## src/rtl/seven_seg_scan_capture_if.sv

```systemverilog
// Bundle between the 7-segment display bus monitor and its environment.
// The slave side is the capture block; the master side drives the bus and observes frames.
interface seven_seg_scan_capture_if #(
  parameter int DIGITS = 4
);
  logic                  en;
  logic [6:0]            segments;
  logic [DIGITS-1:0]     anode_active;
  logic [4*DIGITS-1:0]   value;
  logic [DIGITS-1:0]     digit_valid;
  logic                  frame_valid;
  logic                  frame_done;
  logic                  err;

  modport master (
    output en, segments, anode_active,
    input  value, digit_valid, frame_valid, frame_done, err
  );

  modport slave (
    input  en, segments, anode_active,
    output value, digit_valid, frame_valid, frame_done, err
  );
endinterface

```

## src/rtl/seven_seg_scan_capture.sv

```systemverilog
// Recovers BCD digits from a multiplexed active-low 7-segment bus: samples, debounces,
// decodes each digit position and publishes a complete frame once every position was seen.
module seven_seg_scan_capture #(
  parameter int DIGITS        = 4,
  parameter int STABLE_CYCLES = 4
) (
  input  logic                     clk,
  input  logic                     rst_n,
  seven_seg_scan_capture_if.slave  bus
);

  localparam int CW = $clog2(STABLE_CYCLES);
  localparam logic [CW-1:0]     CNT_MAX = CW'(STABLE_CYCLES - 1);
  localparam logic [CW-1:0]     CNT_PRE = CW'(STABLE_CYCLES - 2);
  localparam logic [DIGITS-1:0] AN_ONE  = DIGITS'(1);

  typedef enum logic [1:0] {IDLE, COLLECT, DONE} state_t;

  // Returns {valid, illegal, nibble} for an active-low {g,f,e,d,c,b,a} pattern.
  function automatic logic [5:0] seg_decode(input logic [6:0] seg);
    logic [5:0] r;
    case (seg)
      7'b1000000: r = {2'b10, 4'd0};
      7'b1111001: r = {2'b10, 4'd1};
      7'b0100100: r = {2'b10, 4'd2};
      7'b0110000: r = {2'b10, 4'd3};
      7'b0011001: r = {2'b10, 4'd4};
      7'b0010010: r = {2'b10, 4'd5};
      7'b0000010: r = {2'b10, 4'd6};
      7'b1111000: r = {2'b10, 4'd7};
      7'b0000000: r = {2'b10, 4'd8};
      7'b0010000: r = {2'b10, 4'd9};
      7'b1111111: r = {2'b00, 4'hF};
      default:    r = {2'b01, 4'hE};
    endcase
    return r;
  endfunction

  state_t                state_q, state_d;
  logic [6:0]            smp_seg_q;
  logic [DIGITS-1:0]     smp_an_q;
  logic [CW-1:0]         cnt_q, cnt_d;
  logic                  acc_q, acc_d;
  logic [DIGITS-1:0]     seen_q, seen_d;
  logic                  err_q, err_d;
  logic [4*DIGITS-1:0]   shadow_nib_q;
  logic [DIGITS-1:0]     shadow_vld_q;
  logic [4*DIGITS-1:0]   value_q;
  logic [DIGITS-1:0]     digit_valid_q;
  logic                  frame_valid_q;

  logic                  same, accept, an_zero, an_onehot, capture, load;
  logic [5:0]            dec;

  assign same      = ({bus.anode_active, bus.segments} == {smp_an_q, smp_seg_q});
  assign dec       = seg_decode(smp_seg_q);
  assign accept    = acc_q & bus.en;
  assign an_zero   = (smp_an_q == '0);
  assign an_onehot = !an_zero && ((smp_an_q & (smp_an_q - AN_ONE)) == '0);
  assign capture   = accept & an_onehot;

  // acc_q marks the one cycle in which the counter first reaches saturation
  always_comb begin
    cnt_d = '0;
    acc_d = 1'b0;
    if (bus.en && same) begin
      cnt_d = (cnt_q == CNT_MAX) ? CNT_MAX : cnt_q + CW'(1);
      acc_d = (cnt_q == CNT_PRE);
    end
  end

  always_comb begin
    state_d = state_q;
    seen_d  = seen_q;
    err_d   = err_q;
    load    = 1'b0;
    if (!bus.en) begin
      state_d = IDLE;
      seen_d  = '0;
      err_d   = 1'b0;
    end else begin
      // Clearing before OR-ing lets an accept during DONE start the next frame
      if (state_q == DONE) begin
        load   = 1'b1;
        seen_d = '0;
      end
      if (capture) seen_d = seen_d | smp_an_q;
      if (accept && !an_zero && (!an_onehot || dec[4])) err_d = 1'b1;
      case (state_q)
        IDLE:    state_d = COLLECT;
        COLLECT: if (&seen_d) state_d = DONE;
        default: state_d = COLLECT;
      endcase
    end
  end

  always_ff @(posedge clk or negedge rst_n) begin
    if (!rst_n) begin
      state_q       <= IDLE;
      smp_seg_q     <= '0;
      smp_an_q      <= '0;
      cnt_q         <= '0;
      acc_q         <= 1'b0;
      seen_q        <= '0;
      err_q         <= 1'b0;
      shadow_nib_q  <= '0;
      shadow_vld_q  <= '0;
      value_q       <= '0;
      digit_valid_q <= '0;
      frame_valid_q <= 1'b0;
    end else begin
      state_q   <= state_d;
      smp_seg_q <= bus.segments;
      smp_an_q  <= bus.anode_active;
      cnt_q     <= cnt_d;
      acc_q     <= acc_d;
      seen_q    <= seen_d;
      err_q     <= err_d;
      for (int i = 0; i < DIGITS; i++) begin
        if (capture && smp_an_q[i]) begin
          shadow_nib_q[4*i +: 4] <= dec[3:0];
          shadow_vld_q[i]        <= dec[5];
        end
      end
      if (load) begin
        value_q       <= shadow_nib_q;
        digit_valid_q <= shadow_vld_q;
        frame_valid_q <= &shadow_vld_q;
      end
    end
  end

  assign bus.value       = value_q;
  assign bus.digit_valid = digit_valid_q;
  assign bus.frame_valid = frame_valid_q;
  assign bus.frame_done  = load;
  assign bus.err         = err_q;

endmodule

```

## src/flat_wrapper.sv

```systemverilog
// flat-port wrapper written by rule: the top's interface ports become plain ports
module seven_seg_scan_capture_flat 
#(
  parameter int DIGITS        = 4,
  parameter int STABLE_CYCLES = 4
)
  (clk, rst_n, bus_en, bus_segments, bus_anode_active, bus_value, bus_digit_valid, bus_frame_valid, bus_frame_done, bus_err);
  seven_seg_scan_capture_if #(.DIGITS(DIGITS)) bus_i ();
  input  logic clk;
  input  logic rst_n;
  input wire logic [$bits(bus_i.en)-1:0] bus_en;
  input wire logic [$bits(bus_i.segments)-1:0] bus_segments;
  input wire logic [$bits(bus_i.anode_active)-1:0] bus_anode_active;
  output wire logic [$bits(bus_i.value)-1:0] bus_value;
  output wire logic [$bits(bus_i.digit_valid)-1:0] bus_digit_valid;
  output wire logic [$bits(bus_i.frame_valid)-1:0] bus_frame_valid;
  output wire logic [$bits(bus_i.frame_done)-1:0] bus_frame_done;
  output wire logic [$bits(bus_i.err)-1:0] bus_err;
  assign bus_i.en = bus_en;
  assign bus_i.segments = bus_segments;
  assign bus_i.anode_active = bus_anode_active;
  assign bus_value = bus_i.value;
  assign bus_digit_valid = bus_i.digit_valid;
  assign bus_frame_valid = bus_i.frame_valid;
  assign bus_frame_done = bus_i.frame_done;
  assign bus_err = bus_i.err;
  seven_seg_scan_capture #(.DIGITS(DIGITS), .STABLE_CYCLES(STABLE_CYCLES)) u_core (.clk(clk), .rst_n(rst_n), .bus(bus_i));
endmodule
```

## config.mk

```make
export PLATFORM = sky130hd
export DESIGN_NAME = seven_seg_scan_capture_flat
export DESIGN_NICKNAME = d
export VERILOG_FILES = /design/src/rtl/seven_seg_scan_capture_if.sv /design/src/rtl/seven_seg_scan_capture.sv /design/src/flat_wrapper.sv
export SDC_FILE = /design/constraint.sdc
export NUM_CORES = 1
export LEC_CHECK = 0
export ABC_CLOCK_PERIOD_IN_PS = 2400
export CAP_MARGIN = 40
export CORE_MARGIN = 3
export CORE_UTILIZATION = 54
export DETAILED_ROUTE_END_ITERATION = 10
export PLACE_DENSITY = 0.79
export SLEW_MARGIN = 10
export SYNTH_ARGS = -nofsm -noshare
export SYNTH_HDL_FRONTEND = slang
export SYNTH_SLANG_ARGS = --single-unit
```

## constraint.sdc

```tcl
create_clock -name clk -period 2.4 [get_ports clk]
set_input_delay 0.48 -clock clk [delete_from_list [all_inputs] [get_ports clk]]
set_output_delay 0.48 -clock clk [all_outputs]
set_load 0.02 [all_outputs]
```

### Word level (Yosys, flattened, before mapping)

Index checks and enable logic that the tools add are counted.

* bits of input ports: 14
* logic and storage cells: 73
* bits in registers: 62

* multiplexer cells: 16
* add/subtract/negate cells: 2
* equal/unequal tests: 17
* reductions and logical operators: 16
* bitwise gates (word level): 4

Operators by type and width (number)
* $pmux W6 S11: 1
* $eq A7 B7 Y1 const B: 4
* $eq A7 B5 Y1 const B: 3
* $mux W4: 5
* $eq A7 B6 Y1 const B: 2
* $eq A11 B11 Y1: 1
* $mux W2: 5
* $logic_and A1 B1 Y1: 8
* $logic_not A4 Y1: 2
* $reduce_and A4 Y1: 2
* $eq A7 B2 Y1 const B: 1
* $logic_not A7 Y1: 1
* $eq A2 B2 Y1 const B: 3
* $mux W1: 5
* $and A4 B4 Y4: 1
* $or A4 B4 Y4: 1
* $sub A4 B1 Y4 const B: 1
* $ne A3 B2 Y1 const B: 1
* $add A2 B1 Y2 const B: 1
* $and A1 B1 Y1: 2
* $eq A2 B1 Y1 const B: 1
* $logic_not A1 Y1: 2
* $ne A2 B1 Y1 const B: 1
* $logic_or A1 B1 Y1: 1

### Depth between registers and ports, before layout

* depth after elaboration: 11
* mapped depth: 7

### Least setup slack after synthesis

No wires, ideal clock.

* path kind: input -> output
* start: in bus_en
* end: out bus_frame_done
* stages on the path: 5
* data arrival time: 1538 ps
* buffers on the path: 2
* setup slack: 382 ps
* cells stage by stage: inv_1 -> or2_2 -> clkbuf_1 -> clkinv_1 -> clkbuf_1

* longest elaborated chain between the ends: 1

RTL lines
* start, declared: line flat_wrapper.sv:11 `input wire logic [$bits(bus_i.en)-1:0] bus_en;`
* $mux W1: line seven_seg_scan_capture.sv:77 `if (!bus.en) begin`
* end, declared: line flat_wrapper.sv:17 `output wire logic [$bits(bus_i.frame_done)-1:0] bus_frame_done;`

No other way between the ends.

### Final worst setup path

Same ends and word-level chain as after synthesis.

==> run summary <==
The die is 76.83 µm tall. Number of gates given a new drive strength after cts: 1. After global routing the overflow that remains totals 0. The wire-length estimate of the detail-placed layout is 3.746 mm.

The post-synthesis sequential element count came out at 62. The slowest cell on the critical path was sky130_fd_sc_hd__clkdlybuf4s50_1. The cell area power density came out at 646.3 mW/mm². The proportion of register bits with asynchronous set or reset after synthesis is 1.000, and the detail-routed via count per cell is 5.366. The tools report the number of distinct library cells after synthesis as 43. At the pin with the least slew margin, the transition time is 657.2 ps.

The overall die width is 76.83 µm, and the count of clock tree sinks is 62. During placement, the flow inserted port buffers numbering 36. Buffers inserted during clock tree synthesis total 9.

In the routed design, unresolved DRC markers number 0. The flow ran to the end, and the final reports show no timing, DRC or antenna violations. Cell internal power was estimated by the tool at 1701 µW. For the power share of the combinational group, the log shows 0.058. Synthesis handed over a netlist of 263 instances. The tools report the worst hold slack across all endpoints as 158.3 ps. The post-placement setup slack was -137.7 ps.

For the total power, the log shows 2199 µW. TritonCTS built the clock tree. The die covers 0.005902 mm².

Row generation in the floorplan step produced 25 rows. Compared with the post-synthesis result, the final layout area differs by 25.63%. The number of setup buffers added after CTS is 0. The minimum period implied by the final worst setup slack was 2256 ps. The period utilization was 0.9401.

For the initial antenna violation count, the log shows 0. For the maximum number of pins on one net before global-route repair, the log shows 31. The worst clock skew is 9.017 ps, and the total nets after synthesis is 277.

The clock transition at the register clock pins on the worst setup and hold paths after CTS came out at 70 ps. Along the worst path, the maximum fanout reaches 4. During I/O placement, the number of pins put on the boundary was 37. STA classifies the critical path startpoint as a primary input.

The run gives 443.2 MHz as the highest achievable clock rate. The net count of the finished layout is 322. Traced cell by cell, the critical path runs through clkdlybuf4s50_1 > inv_1 > or2_2 > clkinv_1 > dlygate4sd2_1.

The run gives 0 as the number of slew-limit violations in the final report. Once detail routing completed, the nets flagged for antenna violations numbered 0. The layout cell share with drive strength beyond 1 was 0.1374; the via count of the first global-routing pass was 1972. In this run, synthesis inferred 0 flip-flops with an integrated enable. 0 antenna diodes ended up in the layout. The average instance in the mapped netlist occupies 10.30 µm². The net switching power figure is 498.7 µW, and the maximum count of clock buffers along a single path is 2. For the worst setup path, the data arrival time is 1780 ps. Core box area: 0.004786 mm². The final number of hold-violating endpoints was 0. The source-to-sink clock delay at the later pin of the worst-skew pair came out at 330 ps. Top flip-flop cell by instance count after synthesis: sky130_fd_sc_hd__dfrtp_1. The tools report the number of max-cap violations as 0. The cell sitting at the root of the clock tree is a sky130_fd_sc_hd__clkbuf_8. The worst setup margin came out at 143.7 ps. The endpoint type of the worst setup path was a primary output.

The tools report the peak ir drop on the vdd network as 0.4123 mV. In this run the static leakage power is 0.001622 µW. At the end of routability-driven placement, the weighted congestion stood at 0.8433. For the tightest slew margin relative to the limit, the log shows 0.5578. The logs give 0.002709 mm² for the post-synth design cell area and 104 for the number of design-rule violations left by the first detailed-router iteration.

Effective utilization at floorplan: 0.5660. Critical setup path kind: in -> out. The global-route wire length before repair was 8.901 mm. The path class of the tightest hold or removal check is in -> async. The global router's overall resource usage is 0.1930, and the fill cell instance count of the final layout is 383. STA puts the critical path data required time at 1920 ps. The share of total power in the clock network was 0.452; the proportion of power drawn by flip-flops and latches was 0.491. Summed over all layers, the routed wires come to 5.188 mm. The run gives 0 as the cts-stage hold buffer count. Setup repair after global routing left no endpoint under its margin. The total setup violations reported at the end of the flow was 0; the detailed-routing iteration count for the pre-antenna-repair pass was 4.

In this design, the stage delay of the slowest critical-path cell is 510 ps. Average wire per standard cell: 13.65 µm. The switching part of the total works out to 0.2268. The number of synthesis warnings is 0, and the sequential-to-total area share from yosys stat is 0.5727. For this block, the via count after detailed routing is 2039. The H-tree generated during clock tree synthesis spans 3 levels.
per-stage QoR:
| stage | area (µm²) | setup TNS (ps) | instances | util |
|---|---|---|---|---|
| floorplan | 2709 | 0 | 263 | - |
| global placement | 3184 | -155.5 | 364 | 0.6654 |
| global route | 3403 | 0 | 380 | 0.7111 |
| CTS | 3403 | 0 | 380 | 0.7111 |
| finish | 3403 | 0 | 380 | 0.7111 |
| detailed placement | 3184 | -137.7 | 364 | 0.6654 |
final timing paths:
| check | from | to | slack (ps) | cells after the start |
|---|---|---|---|---|
| max in group asynchronous | rst_n | u_core.state_q[1] | 1540 | 2 |
| max | bus_en | bus_frame_done | 140 | 5 |
| min | rst_n | u_core.shadow_nib_q[8] | 160 | 1 |
| min reg2reg | u_core.shadow_nib_q[4] | u_core.bus.value[4] | 470 | 2 |
| min in group clk | u_core.shadow_nib_q[4] | u_core.bus.value[4] | 470 | 2 |
| max reg2reg | u_core.smp_seg_q[2] | u_core.shadow_nib_q[12] | 390 | 4 |
cells in the final DEF, fill, tap and decap left out, types with 4 or more instances in the layout:
cell type                         synthesis  layout
sky130_fd_sc_hd__buf_4                    0      12
sky130_fd_sc_hd__nand4b_1                 4       4
sky130_fd_sc_hd__nor3_1                   6       6
sky130_fd_sc_hd__clkdlybuf4s50_1          0      34
sky130_fd_sc_hd__nor2_1                   7       7
sky130_fd_sc_hd__dfrtp_1                 62      62
sky130_fd_sc_hd__o21ai_0                  9       9
sky130_fd_sc_hd__inv_1                    8       8
sky130_fd_sc_hd__nor4_1                   4       4
sky130_fd_sc_hd__clkbuf_8                 0       9
sky130_fd_sc_hd__o31ai_1                  5       5
sky130_fd_sc_hd__a21oi_1                  9       9
sky130_fd_sc_hd__nand2_1                 69      69
sky130_fd_sc_hd__mux2_2                  11      11
sky130_fd_sc_hd__xor2_1                  11      11
sky130_fd_sc_hd__nand2b_1                 5       5
power by group through the flow:
| stage | logic, µW | clock network, µW | registers [µW] |
|---|---|---|---|
| floorplan | 61.3 | 0 | 1090 |
| global placement | 125 | 0 | 1100 |
| detailed placement | 128 | 0 | 1100 |
| CTS | 128 | 1020 | 1080 |
| global route | 141 | 1070 | 1080 |
| finish | 127 | 993 | 1080 |
state kept, by name, summed over array words and instances (netlist names):
name	cells
u_core.bus.value	16
u_core.smp_seg_q	7
u_core.state_q	2
u_core.seen_q	4
u_core.cnt_q	2
u_core.bus.err	1
u_core.shadow_vld_q	4
u_core.bus.digit_valid	4
u_core.bus.frame_valid	1
u_core.shadow_nib_q	16
u_core.acc_q	1
u_core.smp_an_q	4
per-layer routing:
metal | GRT usage | routed length [µm] | part of all wire | vias to the layer above
li1 | - | - | - | 994
met1 | 0.2470 | 2345 | 0.45 | 974
met2 | 0.3084 | 2521 | 0.49 | 65
met3 | 0.05634 | 252 | 0.049 | 6
met4 | 0.07790 | 69 | 0.013 | 0
met5 | 0 | 0 | 0 | -
kinds of logic (layout without fill, tap and decap cells):
group	count (synthesis)	count (layout)	share of synthesized area
buf+inv	23	73	0.03233
compound gates	38	38	0.09792
simple gates	115	115	0.2046
mux	14	14	0.05681
xor+xnor	11	11	0.03556
flops	62	62	0.5727
critical path: cells and delay by family:
kind	cells	cell delay, ps
buffers and inverters	4	990
AND/OR/NAND/NOR	1	310
Yosys cell counts (all sizes together), types with 2 or more instances:
cell | instances | area share
buf | 2 | 0.0032
o31ai | 5 | 0.014
nor4 | 4 | 0.0092
nor2 | 7 | 0.0097
mux2i | 3 | 0.011
nand4b | 4 | 0.013
nand3 | 3 | 0.0055
xor2 | 11 | 0.036
nor4b | 3 | 0.0097
and2 | 3 | 0.0069
dfrtp | 62 | 0.57
nand4 | 2 | 0.0046
o21ai | 9 | 0.017
clkbuf | 12 | 0.017
and3b | 2 | 0.0065
a22oi | 3 | 0.0083
nand2b | 5 | 0.012
a21oi | 9 | 0.017
nor3 | 6 | 0.011
nand2 | 69 | 0.096
inv | 8 | 0.011
mux2 | 11 | 0.046
area by class of cell:
cell class	instances	area [µm²]	area share
clock inverter	7	96.34	0.02831
multi-input combinational	178	1070	0.3143
timing repair buffer	48	444.2	0.1305
clock buffer	9	123.9	0.03640
inverter	9	33.78	0.009926
tap	67	83.83	0.02463
sequential	62	1551	0.4559
Note: power is estimated with default switching activity, not from simulation.
